`config.mk`:
```
export PLATFORM = sky130hd
export DESIGN_NAME = sync_fifo_param
export DESIGN_NICKNAME = d
export VERILOG_FILES = /design/src/rtl/sync_fifo_pkg.sv /design/src/rtl/sync_fifo_mem.sv /design/src/rtl/sync_fifo_param.sv
export SDC_FILE = /design/constraint.sdc
export NUM_CORES = 1
export LEC_CHECK = 0
export CORE_AREA = 2 2 87 89
export CTS_CLUSTER_SIZE = 14
export DETAILED_ROUTE_END_ITERATION = 8
export DIE_AREA = 0 0 89 91
export HOLD_SLACK_MARGIN = 0.02
export MAX_ROUTING_LAYER = met4
export PLACE_DENSITY = 0.55
export SYNTH_ARGS = -nofsm -noshare
export SYNTH_HDL_FRONTEND = slang
export SYNTH_SLANG_ARGS = --single-unit
```
`constraint.sdc`:
```
create_clock -name clk_i -period 2.1 [get_ports clk_i]
set_input_delay 0.63 -clock clk_i [delete_from_list [all_inputs] [get_ports clk_i]]
set_output_delay 0.63 -clock clk_i [all_outputs]
set_load 0.02 [all_outputs]
```
`src/rtl/sync_fifo_pkg.sv`:
```
// Shared definitions for the single-clock parametrised FIFO.
// Holds the default depth, the level-width helper and the parameter range
// check macro that is expanded inside generate scope by the FIFO top.
package sync_fifo_pkg;

  localparam int DEFAULT_DEPTH_POWER = 2;
  localparam int DEPTH               = 1 << DEFAULT_DEPTH_POWER;
  localparam int MIN_DEPTH_POWER     = 1;
  localparam int MAX_DEPTH_POWER     = 12;

  // Bits needed to hold a fill level of 0..depth inclusive. A depth of 2**n
  // needs n+1 bits; depth 0 is clamped so the result is never zero-width.
  function automatic int level_width(input int depth);
    return (depth < 1) ? 1 : $clog2(depth + 1);
  endfunction

endpackage

// Elaboration-time range check; expands to a generate-if that stops
// elaboration when the value falls outside [lo, hi].
`define SYNC_FIFO_CHECK_RANGE(val, lo, hi) \
  if (((val) < (lo)) || ((val) > (hi))) begin \
    $error("sync_fifo_param: parameter out of range"); \
  end

```
`src/rtl/sync_fifo_mem.sv`:
```
// Simple dual-port storage array: one write port, one read port.
// Latency: write 1 cycle; read 1 cycle when REG_RD=1, combinational when REG_RD=0.
// Backpressure: none; the caller only asserts we_i/re_i for accepted operations.
// Ports: clk_i/rst_i clock and sync reset (clears only the registered read data),
//        we_i/waddr_i/wdata_i write port, re_i/raddr_i/rdata_o read port.
module sync_fifo_mem
  import sync_fifo_pkg::*;
#(
  parameter int DATA_WIDTH = 8,
  parameter int ADDR_WIDTH = 2,
  parameter bit REG_RD     = 1'b1
) (
  input  logic                  clk_i,
  input  logic                  rst_i,
  input  logic                  we_i,
  input  logic [ADDR_WIDTH-1:0] waddr_i,
  input  logic [DATA_WIDTH-1:0] wdata_i,
  input  logic                  re_i,
  input  logic [ADDR_WIDTH-1:0] raddr_i,
  output logic [DATA_WIDTH-1:0] rdata_o
);

  localparam int ENTRIES = 1 << ADDR_WIDTH;

  // Storage is never reset; stale words are unreachable once pointers clear.
  logic [DATA_WIDTH-1:0] mem_q [ENTRIES];

  always_ff @(posedge clk_i) begin
    if (we_i) begin
      mem_q[waddr_i] <= wdata_i;
    end
  end

  generate
    if (REG_RD) begin : g_reg_rd
      // Output register holds its value until the next accepted pop.
      always_ff @(posedge clk_i) begin
        if (rst_i) begin
          rdata_o <= '0;
        end else if (re_i) begin
          rdata_o <= mem_q[raddr_i];
        end
      end
    end else begin : g_async_rd
      // Head word is presented directly; rst_i/re_i have no role here.
      logic unused_rd_ctl;
      assign unused_rd_ctl = rst_i ^ re_i;
      assign rdata_o       = mem_q[raddr_i];
    end
  endgenerate

endmodule

```
`src/rtl/sync_fifo_param.sv`:
```
// Single-clock circular-buffer FIFO using all 2**DEPTH_POWER entries.
// Latency: flags/level update on the edge after an accepted op; dout 1 cycle (std) or 0 (FWFT).
// Backpressure: wrdy_o low when full drops writes; rrdy_o low when empty ignores pops.
// Ports: clk_i, rst_i (sync, active-high); we_i/din_i/wrdy_o write side;
//        re_i/dout_o/rrdy_o read side; level_o, almost_full_o, almost_empty_o status.
// Optional: define SYNC_FIFO_ERR_FLAGS_EN to add err_clr_i, overflow_o, underflow_o.
module sync_fifo_param
  import sync_fifo_pkg::*;
#(
  parameter int DATA_WIDTH  = 8,
  parameter int DEPTH_POWER = 2,
  parameter int FWFT        = 0,
  parameter int AFULL_LVL   = (1 << DEPTH_POWER) - 1,
  parameter int AEMPTY_LVL  = 1
) (
  input  logic                  clk_i,
  input  logic                  rst_i,
  input  logic                  we_i,
  input  logic [DATA_WIDTH-1:0] din_i,
  output logic                  wrdy_o,
  input  logic                  re_i,
  output logic [DATA_WIDTH-1:0] dout_o,
  output logic                  rrdy_o,
  output logic [level_width(1 << DEPTH_POWER)-1:0] level_o,
  output logic                  almost_full_o,
  output logic                  almost_empty_o
`ifdef SYNC_FIFO_ERR_FLAGS_EN
  ,
  input  logic                  err_clr_i,
  output logic                  overflow_o,
  output logic                  underflow_o
`endif
);

  localparam int FIFO_DEPTH = 1 << DEPTH_POWER;
  localparam int PW         = DEPTH_POWER + 1;

  `SYNC_FIFO_CHECK_RANGE(DEPTH_POWER, MIN_DEPTH_POWER, MAX_DEPTH_POWER)
  `SYNC_FIFO_CHECK_RANGE(AFULL_LVL, 0, FIFO_DEPTH)
  `SYNC_FIFO_CHECK_RANGE(AEMPTY_LVL, 0, FIFO_DEPTH)

  localparam logic [PW-1:0] PTR_ONE  = PW'(1);
  localparam logic [PW-1:0] AFULL_V  = AFULL_LVL[PW-1:0];
  localparam logic [PW-1:0] AEMPTY_V = AEMPTY_LVL[PW-1:0];

  // Extra MSB on each pointer is the wrap bit distinguishing full from empty.
  logic [PW-1:0] wr_ptr, rd_ptr;
  logic          empty, full;
  logic          wr_acc, rd_acc;

  assign empty = (wr_ptr == rd_ptr);
  assign full  = (wr_ptr[PW-1] != rd_ptr[PW-1]) &&
                 (wr_ptr[PW-2:0] == rd_ptr[PW-2:0]);

  // Requests in a reset cycle are ignored, including the memory write.
  assign wr_acc = we_i & ~full & ~rst_i;
  assign rd_acc = re_i & ~empty & ~rst_i;

  always_ff @(posedge clk_i) begin
    if (rst_i) begin
      wr_ptr <= '0;
      rd_ptr <= '0;
    end else begin
      if (wr_acc) wr_ptr <= wr_ptr + PTR_ONE;
      if (rd_acc) rd_ptr <= rd_ptr + PTR_ONE;
    end
  end

  // Modular difference gives the true count even after the pointers wrap.
  assign level_o        = wr_ptr - rd_ptr;
  assign wrdy_o         = ~full;
  assign rrdy_o         = ~empty;
  assign almost_full_o  = (level_o >= AFULL_V);
  assign almost_empty_o = (level_o <= AEMPTY_V);

  sync_fifo_mem #(
    .DATA_WIDTH (DATA_WIDTH),
    .ADDR_WIDTH (DEPTH_POWER),
    .REG_RD     ((FWFT == 0) ? 1'b1 : 1'b0)
  ) u_mem (
    .clk_i   (clk_i),
    .rst_i   (rst_i),
    .we_i    (wr_acc),
    .waddr_i (wr_ptr[PW-2:0]),
    .wdata_i (din_i),
    .re_i    (rd_acc),
    .raddr_i (rd_ptr[PW-2:0]),
    .rdata_o (dout_o)
  );

`ifdef SYNC_FIFO_ERR_FLAGS_EN
  logic overflow_q, underflow_q;

  // Sticky error flags; a clear wins over a set arriving in the same cycle.
  always_ff @(posedge clk_i) begin
    if (rst_i) begin
      overflow_q  <= 1'b0;
      underflow_q <= 1'b0;
    end else if (err_clr_i) begin
      overflow_q  <= 1'b0;
      underflow_q <= 1'b0;
    end else begin
      if (we_i && full)  overflow_q  <= 1'b1;
      if (re_i && empty) underflow_q <= 1'b1;
    end
  end

  assign overflow_o  = overflow_q;
  assign underflow_o = underflow_q;
`endif

endmodule

```
==> results by group <==
Floorplan
  – Ports: 27
  – Die height: between 90 and 100 um
  – Initial Util: 0.2942
  – Chip Width: just under 90 um
  – Placement Rows: 31
  – Core Box Area: ~0.007 mm^2
  – Die Area: slightly above 0.008 mm^2

Placement
  – Placed cells: approximately 290
  – HPWL Detailed: ~3000 um
  – Port bufs: 26
  – Setup WS pre-CTS: -0.3117 ns
  – Gp weighted congestion: ~0.79

Synthesis
  – Mux contribution to synthesized area: 0.09833
  – Cell count after synthesis: ~140
  – Warnings from Yosys: 0
  – Synth Area in Compound Gates: 0.1186
  – Largest family of logic cells by synthesized area: compound AO/OA/AOI/OAI gates
  – Synth top area share: 0.4577
  – Synth area leaders: edfxtp_1 (46%), dfxtp_1 (13%), mux4_2 (8.6%)
  – XOR/XNOR Fraction of Synth Area: 0.01967
  – Post-synthesis adder-cell area fraction: 0.05125
  – Synth async-reset ratio: 0
  – Mapped cell area: about 0.0021 mm^2
  – Simple-gate share of the synthesized area: 0.06853
  – Syn Nets: approximately 160
  – Synth Flop Type: edfxtp_1
  – Synthesis-stage register bit count: 46
  – EDFF count, synth: 32
  – Synth top cells by count: edfxtp_1 (32), inv_1 (16), dfxtp_1 (14)
  – Mean Syn Cell Area: around 15 um^2
  – Cell with the most instances after synthesis: edfxtp_1
  – Area leader, netlist: edfxtp_1
  – Sequential area share after synthesis: 0.5912
  – Yosys cell types: 33

Layout
  – Layout area overhead: 33.08%
  – Fin nets: 214
  – Layout Cells excl Fill: ~290
  – Util after Layout: 0.3915
  – Share of cells above drive strength 1: 0.3538
  – ANT cells: 0

Global routing
  – Initial antenna violation count: 0
  – Largest net degree at the start of global routing: 25
  – Global-route wire length before repair: roughly 6500 um
  – All-layer global routing usage: 0.1089
  – Number of global-route vias before repair: ~1300
  – Grt total ovfl: 0

Clocking
  – Max clock buf depth: 2
  – Reg clk slew, reported paths: 0.09 ns
  – Root Buffer: clkbuf_8
  – CTS tree: built
  – H-tree levels: 2
  – Worst-Skew Late Latency: roughly 0.30 ns
  – Post-CTS Hold Buffers: 0
  – Inserted Clock Buffers: 5
  – CTS Sinks: 46

STA
  – F_max: 438.3 MHz
  – Slew headroom: 0.6120
  – Post-Route Skew: between 0.004 and 0.005 ns
  – Worst-margin pin slew: approximately 0.58 ns
  – Unrepaired setup endpoints after global routing: true
  – Setup-failing EPs final: 4
  – Final worst slack: -0.1814 ns
  – Slew Limit Fails: 0
  – Final Hold Vio Count: 0
  – Tmin final: about 2.3 ns
  – Final Cycle Share: 1.086

Job
  – Number of max-cap violations: 0

Drt
  – Final wirelength: around 4000 um
  – Via count: 1305
  – 1st-iter DRT viols: 49
  – Post-DRT Antenna Nets: 0
  – DRT Pass-1 Iters: 4
  – Vias per inst: around 4.4
  – DR WL/cell: 13.49 um
  – DRC viols: 0

Run status
  – Outcome: finished with violations
  – Failing checks: negative setup slack

Worst setup path
  – Arrival @ worst endpoint: between 1.5 and 2 ns
  – Crit Path Class: flip-flop to output pin
  – Critical Path Start Type: flip-flop
  – Crit Path Max Fanout: 3
  – Required @ worst endpoint: between 1 and 1.5 ns
  – Crit end category: output pin

Power and ir drop
  – PwrDens: 1026 mW/mm^2
  – Worst VDD drop: approximately 280 uV
  – Pleak: roughly 1 nW

Min path
  – Hold Crit Class: flip-flop to flip-flop
## cell families (layout without fill, tap and decap cells)
logic type / Yosys count / in the layout
compound gates: 29 / 29
xor+xnor: 3 / 3
fa+ha+maj: 8 / 8
buf+inv: 25 / 76
flops: 46 / 46
mux: 10 / 10
simple gates: 23 / 23
## per-layer routing
metal  GRT usage  vias up  wire length (um)
li1            -      657                 -
met1      0.1442      615              1890
met2      0.1623       26              1816
met3     0.02545        7               198
met4     0.04104        0                61
met5           -        -                 0
## where the power goes
group / switching (W) / internal, W / leakage (nW)
logic: 0.000559 / 0.000541 / 0.529
registers: 0.0000394 / 0.00106 / 0.407
clock network: 0.000312 / 0.000357 / 0.0585
total: 0.000910 / 0.00196 / 0.994
## sequential cells by signal (all words and copies together), names as in the netlist
name and cells:
u_mem.rdata_o 8, wr_ptr 3, u_mem.mem_q 32, rd_ptr 3
## path summary, 6_finish.rpt
check	slack [ns]	startpoint	cells past startpoint	end
hold / removal	0.53	u_mem.rdata_o[1]$_SDFFE_PP0P_	2	u_mem.rdata_o[1]$_SDFFE_PP0P_
hold reg to reg	0.53	u_mem.rdata_o[1]$_SDFFE_PP0P_	2	u_mem.rdata_o[1]$_SDFFE_PP0P_
setup / recovery	-0.18	wr_ptr[0]$_SDFFE_PP0P_	7	almost_full_o
setup reg to reg	0.22	rd_ptr[1]$_SDFFE_PP0P_	7	u_mem.mem_q[3][1]$_DFFE_PP_
## worst max-delay path: stages (launching register included)
cell,delay [ns]
dfxtp_2,0.33
inv_2,0.07
ha_4,0.12
inv_2,0.03
fa_2,0.37
xnor2_4,0.15
a21o_1,0.16
buf_6,0.12
## layout make-up
class                   instances  area (um^2)
flip-flops and latches         46         1246
clock inverters                 3        43.79
well taps                      99        123.9
fillers                       690         4343
clock buffers                   5        68.82
multi-input cells              73        785.8
inverters                      16        60.06
repair buffers                 52        465.4
## placed cells by master, fill, tap and decap left out, types with 2 or more instances in the layout
cell type	synthesis	routed
o311ai_1	2	2
inv_2	0	2
a21boi_2	2	2
dfxtp_1	14	10
nor2b_1	2	2
dfxtp_2	0	4
and3_1	4	4
edfxtp_1	32	32
or3_1	8	8
ha_1	7	6
o311ai_0	7	7
o211ai_1	8	8
buf_6	2	4
clkbuf_8	0	5
nor2_1	4	3
o2111ai_1	3	3
o31ai_1	2	2
mux4_2	8	8
buf_4	0	26
clkdlybuf4s50_1	0	19
a211o_1	2	2
inv_1	16	14
## repair_timing
action	in CTS	in global routing
pin swaps	2	4
setup endpoints to repair	7	7
gates resized for setup	39	5
hold endpoints to repair	0	0
cloned	0	0
setup buffers	1	0
## metrics by stage
stage / setup TNS [ns] / hold WS (ns) / total power (W) / cell area [um^2]
6_report: -0.4659 / 0.5274 / 0.002867 / 2794
2_1_floorplan: 0 / 0.5608 / 0.001751 / 2127
3_5_place_dp: -1.319 / 0.5150 / 0.002202 / 2658
5_1_grt: -0.7424 / 0.5668 / 0.003029 / 2794
3_3_place_gp: -1.366 / 0.5074 / 0.002191 / 2658
4_1_cts: -0.7774 / 0.5282 / 0.002904 / 2784
No activity file was read; power rests on OpenSTA's default activity.
